==> src/rtl/lsu_axi_master_if.sv <==
// AXI-lite channel bundle between the load/store unit (master) and memory (slave).
interface lsu_axi_master_if;
  logic        awvalid, awready;
  logic [31:0] awaddr;
  logic        wvalid, wready;
  logic [31:0] wdata;
  logic [3:0]  wstrb;
  logic        bvalid, bready;
  logic [1:0]  bresp;
  logic        arvalid, arready;
  logic [31:0] araddr;
  logic        rvalid, rready;
  logic [31:0] rdata;
  logic [1:0]  rresp;

  modport master (
    output awvalid, awaddr, wvalid, wdata, wstrb, bready, arvalid, araddr, rready,
    input  awready, wready, bvalid, bresp, arready, rvalid, rdata, rresp
  );
  modport slave (
    input  awvalid, awaddr, wvalid, wdata, wstrb, bready, arvalid, araddr, rready,
    output awready, wready, bvalid, bresp, arready, rvalid, rdata, rresp
  );
endinterface

==> src/rtl/lsu_axi_master.sv <==
// Single-outstanding LSU bus master: one request -> one AXI-lite read or write.
// Optional per-phase watchdog enabled with `define LSU_TIMEOUT_EN.
module lsu_axi_master #(
  parameter int TIMEOUT_CYCLES = 1024
) (
  input  logic        i_clock,
  input  logic        i_reset,
  input  logic        i_req_valid,
  output logic        o_req_ready,
  input  logic        i_req_wen,
  input  logic [31:0] i_req_addr,
  input  logic [31:0] i_req_wdata,
  input  logic [1:0]  i_req_size,
  input  logic        i_req_unsigned,
  output logic        o_resp_valid,
  input  logic        i_resp_ready,
  output logic [31:0] o_resp_rdata,
  output logic [1:0]  o_resp_err,
  lsu_axi_master_if.master mem
);

  typedef enum logic [2:0] {IDLE, RD_ADDR, RD_DATA, WR_REQ, WR_RESP, RESP} state_t;

  state_t      r_state, w_next;
  logic [31:0] r_addr, r_wdata, r_rdata;
  logic [3:0]  r_wstrb;
  logic [1:0]  r_size, r_err;
  logic        r_unsigned, r_aw_done, r_w_done;

  logic        w_misalign, w_accept;
  logic        w_ar_hs, w_r_hs, w_aw_hs, w_w_hs, w_b_hs, w_wr_both;
  logic        w_wait_st, w_wait_hs, w_expire, w_timeout;
  logic [31:0] w_shift, w_load, w_st_data;
  logic [3:0]  w_st_strb;

  assign w_misalign = (i_req_size == 2'd3) ||
                      (i_req_size == 2'd1 && i_req_addr[0]) ||
                      (i_req_size == 2'd2 && i_req_addr[1:0] != 2'b00);
  assign w_accept   = (r_state == IDLE) && i_req_valid;

  assign w_ar_hs   = mem.arvalid && mem.arready;
  assign w_r_hs    = mem.rvalid  && mem.rready;
  assign w_aw_hs   = mem.awvalid && mem.awready;
  assign w_w_hs    = mem.wvalid  && mem.wready;
  assign w_b_hs    = mem.bvalid  && mem.bready;
  assign w_wr_both = (r_aw_done || w_aw_hs) && (r_w_done || w_w_hs);

  always_comb begin
    w_wait_st = 1'b1;
    w_wait_hs = 1'b0;
    case (r_state)
      RD_ADDR: w_wait_hs = w_ar_hs;
      RD_DATA: w_wait_hs = w_r_hs;
      WR_REQ:  w_wait_hs = w_wr_both;
      WR_RESP: w_wait_hs = w_b_hs;
      default: w_wait_st = 1'b0;
    endcase
  end

`ifdef LSU_TIMEOUT_EN
  localparam int CNT_W = (TIMEOUT_CYCLES > 2) ? $clog2(TIMEOUT_CYCLES) : 1;
  logic [CNT_W-1:0] r_cnt;

  // Restarts on every state change so each bus phase gets its own budget.
  always_ff @(posedge i_clock) begin
    if (i_reset || w_next != r_state) r_cnt <= '0;
    else if (w_wait_st)               r_cnt <= r_cnt + 1'b1;
  end
  assign w_expire = (r_cnt == CNT_W'(TIMEOUT_CYCLES - 1));
`else
  assign w_expire = 1'b0;
`endif

  // A handshake landing on the expiry cycle takes priority over the timeout.
  assign w_timeout = w_wait_st && !w_wait_hs && w_expire;

  // Load lane extraction from the returning read beat
  assign w_shift = mem.rdata >> {r_addr[1:0], 3'b000};
  always_comb begin
    case (r_size)
      2'd0:    w_load = r_unsigned ? {24'h0, w_shift[7:0]} : {{24{w_shift[7]}}, w_shift[7:0]};
      2'd1:    w_load = r_unsigned ? {16'h0, w_shift[15:0]} : {{16{w_shift[15]}}, w_shift[15:0]};
      default: w_load = mem.rdata;
    endcase
  end

  always_comb begin
    case (i_req_size)
      2'd0: begin
        w_st_data = {4{i_req_wdata[7:0]}};
        w_st_strb = 4'b0001 << i_req_addr[1:0];
      end
      2'd1: begin
        w_st_data = {2{i_req_wdata[15:0]}};
        w_st_strb = 4'b0011 << i_req_addr[1:0];
      end
      default: begin
        w_st_data = i_req_wdata;
        w_st_strb = 4'b1111;
      end
    endcase
  end

  always_ff @(posedge i_clock) begin
    if (i_reset) r_state <= IDLE;
    else         r_state <= w_next;
  end

  always_comb begin
    w_next = r_state;
    case (r_state)
      IDLE:    if (i_req_valid) w_next = w_misalign ? RESP : (i_req_wen ? WR_REQ : RD_ADDR);
      RD_ADDR: if (w_ar_hs) w_next = RD_DATA; else if (w_timeout) w_next = RESP;
      RD_DATA: if (w_r_hs || w_timeout) w_next = RESP;
      WR_REQ:  if (w_wr_both) w_next = WR_RESP; else if (w_timeout) w_next = RESP;
      WR_RESP: if (w_b_hs || w_timeout) w_next = RESP;
      RESP:    if (i_resp_ready) w_next = IDLE;
      default: w_next = IDLE;
    endcase
  end

  always_comb begin
    o_req_ready  = 1'b0;
    o_resp_valid = 1'b0;
    mem.arvalid  = 1'b0;
    mem.rready   = 1'b0;
    mem.awvalid  = 1'b0;
    mem.wvalid   = 1'b0;
    mem.bready   = 1'b0;
    case (r_state)
      IDLE:    o_req_ready = 1'b1;
      RD_ADDR: mem.arvalid = 1'b1;
      RD_DATA: mem.rready  = 1'b1;
      WR_REQ: begin
        mem.awvalid = !r_aw_done;
        mem.wvalid  = !r_w_done;
      end
      WR_RESP: mem.bready   = 1'b1;
      RESP:    o_resp_valid = 1'b1;
      default: ;
    endcase
  end

  assign mem.araddr   = {r_addr[31:2], 2'b00};
  assign mem.awaddr   = {r_addr[31:2], 2'b00};
  assign mem.wdata    = r_wdata;
  assign mem.wstrb    = r_wstrb;
  assign o_resp_rdata = r_rdata;
  assign o_resp_err   = r_err;

  always_ff @(posedge i_clock) begin
    if (i_reset) begin
      r_addr     <= '0;
      r_wdata    <= '0;
      r_wstrb    <= '0;
      r_size     <= '0;
      r_unsigned <= 1'b0;
      r_aw_done  <= 1'b0;
      r_w_done   <= 1'b0;
      r_rdata    <= '0;
      r_err      <= '0;
    end else begin
      if (w_accept) begin
        r_addr     <= i_req_addr;
        r_wdata    <= w_st_data;
        r_wstrb    <= w_st_strb;
        r_size     <= i_req_size;
        r_unsigned <= i_req_unsigned;
        r_aw_done  <= 1'b0;
        r_w_done   <= 1'b0;
        if (w_misalign) begin
          r_rdata <= '0;
          r_err   <= 2'b11;
        end
      end
      if (r_state == WR_REQ && w_aw_hs) r_aw_done <= 1'b1;
      if (r_state == WR_REQ && w_w_hs)  r_w_done  <= 1'b1;
      if (r_state == RD_DATA && w_r_hs) begin
        r_rdata <= (mem.rresp != 2'b00) ? 32'h0 : w_load;
        r_err   <= mem.rresp;
      end
      if (r_state == WR_RESP && w_b_hs) begin
        r_rdata <= '0;
        r_err   <= mem.bresp;
      end
      if (w_timeout) begin
        r_rdata <= '0;
        r_err   <= 2'b11;
      end
    end
  end

endmodule

==> src/flat_wrapper.sv <==
// flat-port wrapper written by rule: the top's interface ports become plain ports
module lsu_axi_master_flat 
#(
  parameter int TIMEOUT_CYCLES = 1024
)
  (i_clock, i_reset, i_req_valid, o_req_ready, i_req_wen, i_req_addr, i_req_wdata, i_req_size, i_req_unsigned, o_resp_valid, i_resp_ready, o_resp_rdata, o_resp_err, mem_awvalid, mem_awaddr, mem_wvalid, mem_wdata, mem_wstrb, mem_bready, mem_arvalid, mem_araddr, mem_rready, mem_awready, mem_wready, mem_bvalid, mem_bresp, mem_arready, mem_rvalid, mem_rdata, mem_rresp);
  lsu_axi_master_if mem_i ();
  input  logic i_clock;
  input  logic i_reset;
  input  logic i_req_valid;
  output logic o_req_ready;
  input  logic i_req_wen;
  input  logic [31:0] i_req_addr;
  input  logic [31:0] i_req_wdata;
  input  logic [1:0] i_req_size;
  input  logic i_req_unsigned;
  output logic o_resp_valid;
  input  logic i_resp_ready;
  output logic [31:0] o_resp_rdata;
  output logic [1:0] o_resp_err;
  output wire logic [$bits(mem_i.awvalid)-1:0] mem_awvalid;
  output wire logic [$bits(mem_i.awaddr)-1:0] mem_awaddr;
  output wire logic [$bits(mem_i.wvalid)-1:0] mem_wvalid;
  output wire logic [$bits(mem_i.wdata)-1:0] mem_wdata;
  output wire logic [$bits(mem_i.wstrb)-1:0] mem_wstrb;
  output wire logic [$bits(mem_i.bready)-1:0] mem_bready;
  output wire logic [$bits(mem_i.arvalid)-1:0] mem_arvalid;
  output wire logic [$bits(mem_i.araddr)-1:0] mem_araddr;
  output wire logic [$bits(mem_i.rready)-1:0] mem_rready;
  input wire logic [$bits(mem_i.awready)-1:0] mem_awready;
  input wire logic [$bits(mem_i.wready)-1:0] mem_wready;
  input wire logic [$bits(mem_i.bvalid)-1:0] mem_bvalid;
  input wire logic [$bits(mem_i.bresp)-1:0] mem_bresp;
  input wire logic [$bits(mem_i.arready)-1:0] mem_arready;
  input wire logic [$bits(mem_i.rvalid)-1:0] mem_rvalid;
  input wire logic [$bits(mem_i.rdata)-1:0] mem_rdata;
  input wire logic [$bits(mem_i.rresp)-1:0] mem_rresp;
  assign mem_awvalid = mem_i.awvalid;
  assign mem_awaddr = mem_i.awaddr;
  assign mem_wvalid = mem_i.wvalid;
  assign mem_wdata = mem_i.wdata;
  assign mem_wstrb = mem_i.wstrb;
  assign mem_bready = mem_i.bready;
  assign mem_arvalid = mem_i.arvalid;
  assign mem_araddr = mem_i.araddr;
  assign mem_rready = mem_i.rready;
  assign mem_i.awready = mem_awready;
  assign mem_i.wready = mem_wready;
  assign mem_i.bvalid = mem_bvalid;
  assign mem_i.bresp = mem_bresp;
  assign mem_i.arready = mem_arready;
  assign mem_i.rvalid = mem_rvalid;
  assign mem_i.rdata = mem_rdata;
  assign mem_i.rresp = mem_rresp;
  lsu_axi_master #(.TIMEOUT_CYCLES(TIMEOUT_CYCLES)) u_core (.i_clock(i_clock), .i_reset(i_reset), .i_req_valid(i_req_valid), .o_req_ready(o_req_ready), .i_req_wen(i_req_wen), .i_req_addr(i_req_addr), .i_req_wdata(i_req_wdata), .i_req_size(i_req_size), .i_req_unsigned(i_req_unsigned), .o_resp_valid(o_resp_valid), .i_resp_ready(i_resp_ready), .o_resp_rdata(o_resp_rdata), .o_resp_err(o_resp_err), .mem(mem_i));
endmodule
==> config.mk <==
export PLATFORM = sky130hd
export DESIGN_NAME = lsu_axi_master_flat
export DESIGN_NICKNAME = d
export VERILOG_FILES = /design/src/rtl/lsu_axi_master_if.sv /design/src/rtl/lsu_axi_master.sv /design/src/flat_wrapper.sv
export SDC_FILE = /design/constraint.sdc
export NUM_CORES = 1
export LEC_CHECK = 0
export BUFFER_PORTS_ARGS = -buffer_cell sky130_fd_sc_hd__buf_2
export CAP_MARGIN = 20
export CORE_MARGIN = 5
export CORE_UTILIZATION = 42
export CTS_CLUSTER_SIZE = 28
export DETAILED_ROUTE_END_ITERATION = 7
export PLACE_DENSITY_LB_ADDON = 0.1
export SYNTH_ARGS = -nofsm -noshare
export SYNTH_HDL_FRONTEND = slang
export SYNTH_SLANG_ARGS = --single-unit
export TNS_END_PERCENT = 30
==> constraint.sdc <==
create_clock -name i_clock -period 2.3 [get_ports i_clock]
set_input_delay 0 -clock i_clock [delete_from_list [all_inputs] [get_ports i_clock]]
set_output_delay 0 -clock i_clock [all_outputs]
set_load 0.1 [all_outputs]
# Word level (Yosys, flattened, before mapping)
# Cells that the tools add are included.
[word_totals]
reg_bits = 110
input_bits = 113
out_inout_bits = 141
wordCells = 94
[classes]
n_eq_ne = 15
shifts = 3
muxes = 32
n_reduce_logical = 34
[op_table]
columns = ["op", "count"]
rows = [
  ["2-to-1 mux 32 bit", 6],
  ["one-hot mux 32 bit (2 select lines)", 2],
  [">> shifter 32 x 5 -> 16 bit", 1],
  ["2-to-1 mux 3 bit", 7],
  ["one-hot mux 3 bit (6 select lines)", 1],
  ["logical AND 1 bit", 13],
  ["nonzero test 2 bit", 6],
  ["2-to-1 mux 1 bit", 10],
  ["2-to-1 mux 2 bit", 5],
  ["inequality test 2 x 1 -> 1 bit, second input constant", 4],
  ["one-hot mux 4 bit (2 select lines)", 1],
  ["equality test 3 x 2 -> 1 bit, second input constant", 2],
  ["equality test 3 bit, second input constant", 2],
  ["AND reduction 6 bit", 1],
  ["nonzero test 3 bit", 2],
  ["equality test 2 x 1 -> 1 bit, second input constant", 2],
  ["equality test 2 bit, second input constant", 2],
  ["zero test 2 bit", 2],
  ["logical OR 1 bit", 4],
  ["inequality test 2 bit, second input constant", 2],
  ["AND reduction 2 bit", 2],
  ["left shift 1 x 2 -> 4 bit, first input constant", 1],
  ["left shift 2 x 2 -> 4 bit, first input constant", 1],
  ["equality test 3 x 1 -> 1 bit, second input constant", 1],
  ["3 further kinds", 4],
]

# Logic depth before layout (Yosys ltp)
[depth]
word_depth = 8
depth_mapped = 8
mapped_depth_nobuf = 4

# Worst setup path after synthesis
# No wires, ideal clock.
[synth_timing]
kind = "register to register"
startpoint = "reg u_core.r_state[1]"
endpoint = "reg u_core.r_wdata[29] (netlist: u_core.mem.wdata[29])"
arrival_time_ps = 3737
path_slack_ps = -1508
stages_incl_launch_ff = 9
path_buffers = 4
path_cell_list = "dfxtp_1 clkbuf_1 nor3_1 and2_1 clkbuf_1 clkbuf_1 buf_1 nand2_1 a21oi_1"
[synth_between]
elab_chain_cells = 2
[synth_rtl]
columns = ["element", "line_no", "text"]
rows = [
  ["from (decl)", "lsu_axi_master.sv:24", "state_t r_state, w_next;"],
  ["from (signal assigned)", "lsu_axi_master.sv:106", "else r_state <= w_next;"],
  ["zero test 3 bit", "lsu_axi_master.sv:39", "assign w_accept = (r_state == IDLE) && i_req_valid;"],
  ["logical AND 1 bit", "lsu_axi_master.sv:39", ""],
  ["to (signal assigned)", "lsu_axi_master.sv:165", "r_wdata <= w_st_data;"],
  ["to (decl)", "lsu_axi_master.sv:25", "logic [31:0] r_addr, r_wdata, r_rdata;"],
]
# No other way between the ends.
# A chain may end at the register's enable or synchronous reset.

# Final worst setup path
[layout_timing]
startpoint = "reg u_core.r_state[2]"
endpoint = "reg u_core.r_rdata[8] (netlist: u_core.o_resp_rdata[8])"
[layout_between]
elab_chain_cells = 6
[layout_rtl]
columns = ["element", "line_no", "text"]
rows = [
  ["equality test 3 x 2 -> 1 bit", "n/a", ""],
  ["2-to-1 mux 1 bit", "lsu_axi_master.sv:130", "case (r_state)"],
  ["logical AND 1 bit", "lsu_axi_master.sv:42", "assign w_r_hs = mem.rvalid && mem.rready;"],
  ["logical AND 1 bit", "lsu_axi_master.sv:178", "if (r_state == RD_DATA && w_r_hs) begin"],
  ["nonzero test 2 bit (no line)", "n/a", ""],
  ["AND reduction 2 bit (no line)", "n/a", ""],
  ["to (signal assigned)", "lsu_axi_master.sv:179", "r_rdata <= (mem.rresp != 2'b00) ? 32'h0 : w_load;"],
  ["to (decl)", "lsu_axi_master.sv:25", ""],
]
# Parallel ways exist; a longest one is shown, timed or not.

==> out/metrics.yaml <==
final_cells: 1064
yosysMostFrequentCell: "sky130_fd_sc_hd__nand2_1"
ys.warnings.count: 0
worstPathArrival_ps: 2450
run_status: "finished, final reports clean"
vias_per_cell: 5.16
netlist.area_leader.share_pct: 40.8
cpMaxStageDelayCell: "sky130_fd_sc_hd__or4b_2"
num_antenna_cells: 0
power.leakage_nw: 3.45
crit_buf_inv: 1
grt_antenna_before_repair: 0
cts_tree: "yes"
synth.area.top_cells: "sky130_fd_sc_hd__dfxtp_1 41%, sky130_fd_sc_hd__buf_4 8.9%, sky130_fd_sc_hd__nand2_1 8.8%, sky130_fd_sc_hd__a21oi_1 6.0%, sky130_fd_sc_hd__mux2i_1 4.3%"
final_min_period_over_clock_period_pct: 96.2
synth_common_cells: "127 x sky130_fd_sc_hd__nand2_1, 110 x sky130_fd_sc_hd__dfxtp_1, 65 x sky130_fd_sc_hd__a21oi_1"
clock-root-buffer: "sky130_fd_sc_hd__clkbuf_16"
area_growth_syn_to_fin_pct: 37.7
num-nets-final: 1000
layout-drive-gt1-share_pct: 33.3
ctsHtreeMaxLevel: 3
vias_in_the_first_global_route: 5362
report.final.hold_viol_count: 0
worst_path_dominant_cell_family: "simple AND/OR/NAND/NOR gates"
gp_routability_congestion: 0.898
final_max_slew_viol_count: 0
timing.critical_path.from_type: "flop"
crit_path_max_incr_delay_ps: 680
cellPowerDensity_nw_per_um2: 1290
vias: 5487
drt_drc_violations_left: 0
amount_of_wire_on_met3_after_detailed_routing_um: 1280
maxSlewHeadroom_pct: 38.6
wl_met2_um: 8670
place.port_buffers: 249
critPathCaptureType: "flop"
globalRouteTotalUtil_pct: 22.3
drtIter0Drc: 282
worst_clock_skew_ps: 6.88
post-place-cells: 970
wl_per_cell_um: 16.5
setup_total_negative_slack_ps: 0
cts_hold_fix_bufs: 78
coreArea_um2: 12600
post_synth_inst_count: 647
post_synth.cell_area_avg_um2: 8.34
post_cts.repair.setup_buffers: 0
overflow: 0
dominantRegCellSynth: "sky130_fd_sc_hd__dfxtp_1"
worstPathRequired_ps: 2530
clk_pin_slew_ps: 70
mappedNetlistArea_um2: 5400
worst_pin_slew_ps: 919
synthDominantAreaCellType: "sky130_fd_sc_hd__dfxtp_1"
flop_and_latch_count_out_of_synthesis: 110
row_count: 41
die-area_um2: 15200
drt-pass1-iter-count: 4
core_util_final_pct: 58.9
max_freq_mhz: 452
crit_path_cell_trace: "or4b_2 -> or3_1 -> buf_12 -> and4_1 -> a221o_1"
hold_path.class: "input port to flop"
netlist-cell-type-count: 48
setup_repair_after_global_routing_missed_its_margin: "false"
top_layer: "met4"
die_width_um: 123
dp.final_hpwl_um: 12400
die_y_um: 123
placed_area_um2: 6330
initial_core_util_pct: 42.8
route.final.wire_length_um: 17600
cts_made_buffers: 9
synth-async-reset-ratio_pct: 0
grt_max_degree: 77
wirelength_met1_um: 7360
worstSetupPathType: "flop to flop"
grt_pass1_wl_um: 27000
cts.repair.resized: 0
synth_edf_count: 0
synth.yosys.seq_area_share_pct: 40.8
i_o_pin_total: 254
finalCriticalPeriod_ps: 2210
worst_ir_drop_on_vdd_mv: 0.839
crit_path_max_fanout: 24
final_antenna_net_count: 0
worst_skew_pair.late_latency_ps: 350
clock-sinks: 110
post_layout_inst_area_um2: 7430
cts-root-to-sink-buffers: 2
setup_viol_count_final: 0
drv.max_cap_violation_count: 0
sequential cells by signal, summed over array words and instances (netlist names):
signal	cells
u_core.o_resp_rdata	32
u_core.r_addr	32
u_core.r_size	2
u_core.mem.wstrb	4
u_core.r_state	3
u_core.r_aw_done	1
u_core.o_resp_err	2
u_core.r_w_done	1
u_core.r_unsigned	1
u_core.mem.wdata	32
cells in the final DEF, fill, tap and decap left out, types with 14 or more instances in the layout:
master / n
sky130_fd_sc_hd__dfxtp_1: 110
sky130_fd_sc_hd__nand2_1: 127
sky130_fd_sc_hd__buf_2: 249
sky130_fd_sc_hd__o21a_1: 18
sky130_fd_sc_hd__buf_4: 14
sky130_fd_sc_hd__a22o_1: 14
sky130_fd_sc_hd__mux2i_1: 23
sky130_fd_sc_hd__a32o_1: 17
sky130_fd_sc_hd__nor2_1: 33
sky130_fd_sc_hd__dlygate4sd3_1: 78
sky130_fd_sc_hd__a21oi_1: 65
sky130_fd_sc_hd__o21ai_0: 25
tightest hold or removal path, cell delays in order:
cell	delay [ps]
sky130_fd_sc_hd__buf_2	90
sky130_fd_sc_hd__a22o_1	130
sky130_fd_sc_hd__a22o_1	110
power breakdown:
part	internal, W	switching (W)	total (W)
logic	0.00104	0.00449	0.00553
registers	0.00224	0.000207	0.00245
clock network	0.000895	0.000744	0.00164
total	0.00418	0.00544	0.00962
layout make-up:
cell class	count	area, um2
Fill cell	1187	5190
Timing Repair Buffer	344	2190
Tap cell	172	215
Inverter	5	18.8
Clock inverter	6	76.3
Sequential cell	110	2200
Clock buffer	10	239
Multi-Input combinational cell	417	2490
stage by stage:
| step | total power [W] | hold WS [ps] | setup WS (ps) |
|---|---|---|---|
| floorplan | 0.00726 | 136 | -715 |
| global placement | 0.00786 | 240 | 161 |
| detailed placement | 0.00792 | 246 | 113 |
| CTS | 0.00967 | 0.562 | 95.6 |
| global route | 0.0101 | 8.00 | 25.9 |
| finish | 0.00962 | 8.76 | 86.9 |
path summary, 6_finish.rpt:
kind | slack, ps | cells past startpoint | to | start
setup / recovery | 90 | 5 | u_core.o_resp_rdata[8] | u_core.r_state[2]
hold / removal | 9 | 3 | u_core.o_resp_rdata[2] | mem_rdata[2]
setup reg to reg | 90 | 5 | u_core.o_resp_rdata[8] | u_core.r_state[2]
hold reg to reg | 460 | 2 | u_core.mem.wdata[30] | u_core.mem.wdata[30]
layer usage:
metal,vias to the layer above,GRT usage [%]
li1,2685,-
met1,2588,27.2
met2,191,39.0
met3,23,5.17
met4,0,6.99
met5,-,0
kinds of logic (layout without fill, tap and decap cells):
logic type	Yosys count	count (layout)	share of synthesized area [%]
other	1	4	0.0695
multiplexers	27	27	5.52
flip-flops	110	110	40.8
AND/OR/NAND/NOR	204	204	17.0
AO/OA/AOI/OAI	182	182	23.1
buffers and inverters	123	365	13.5
Note: power is estimated with default switching activity, not from simulation.
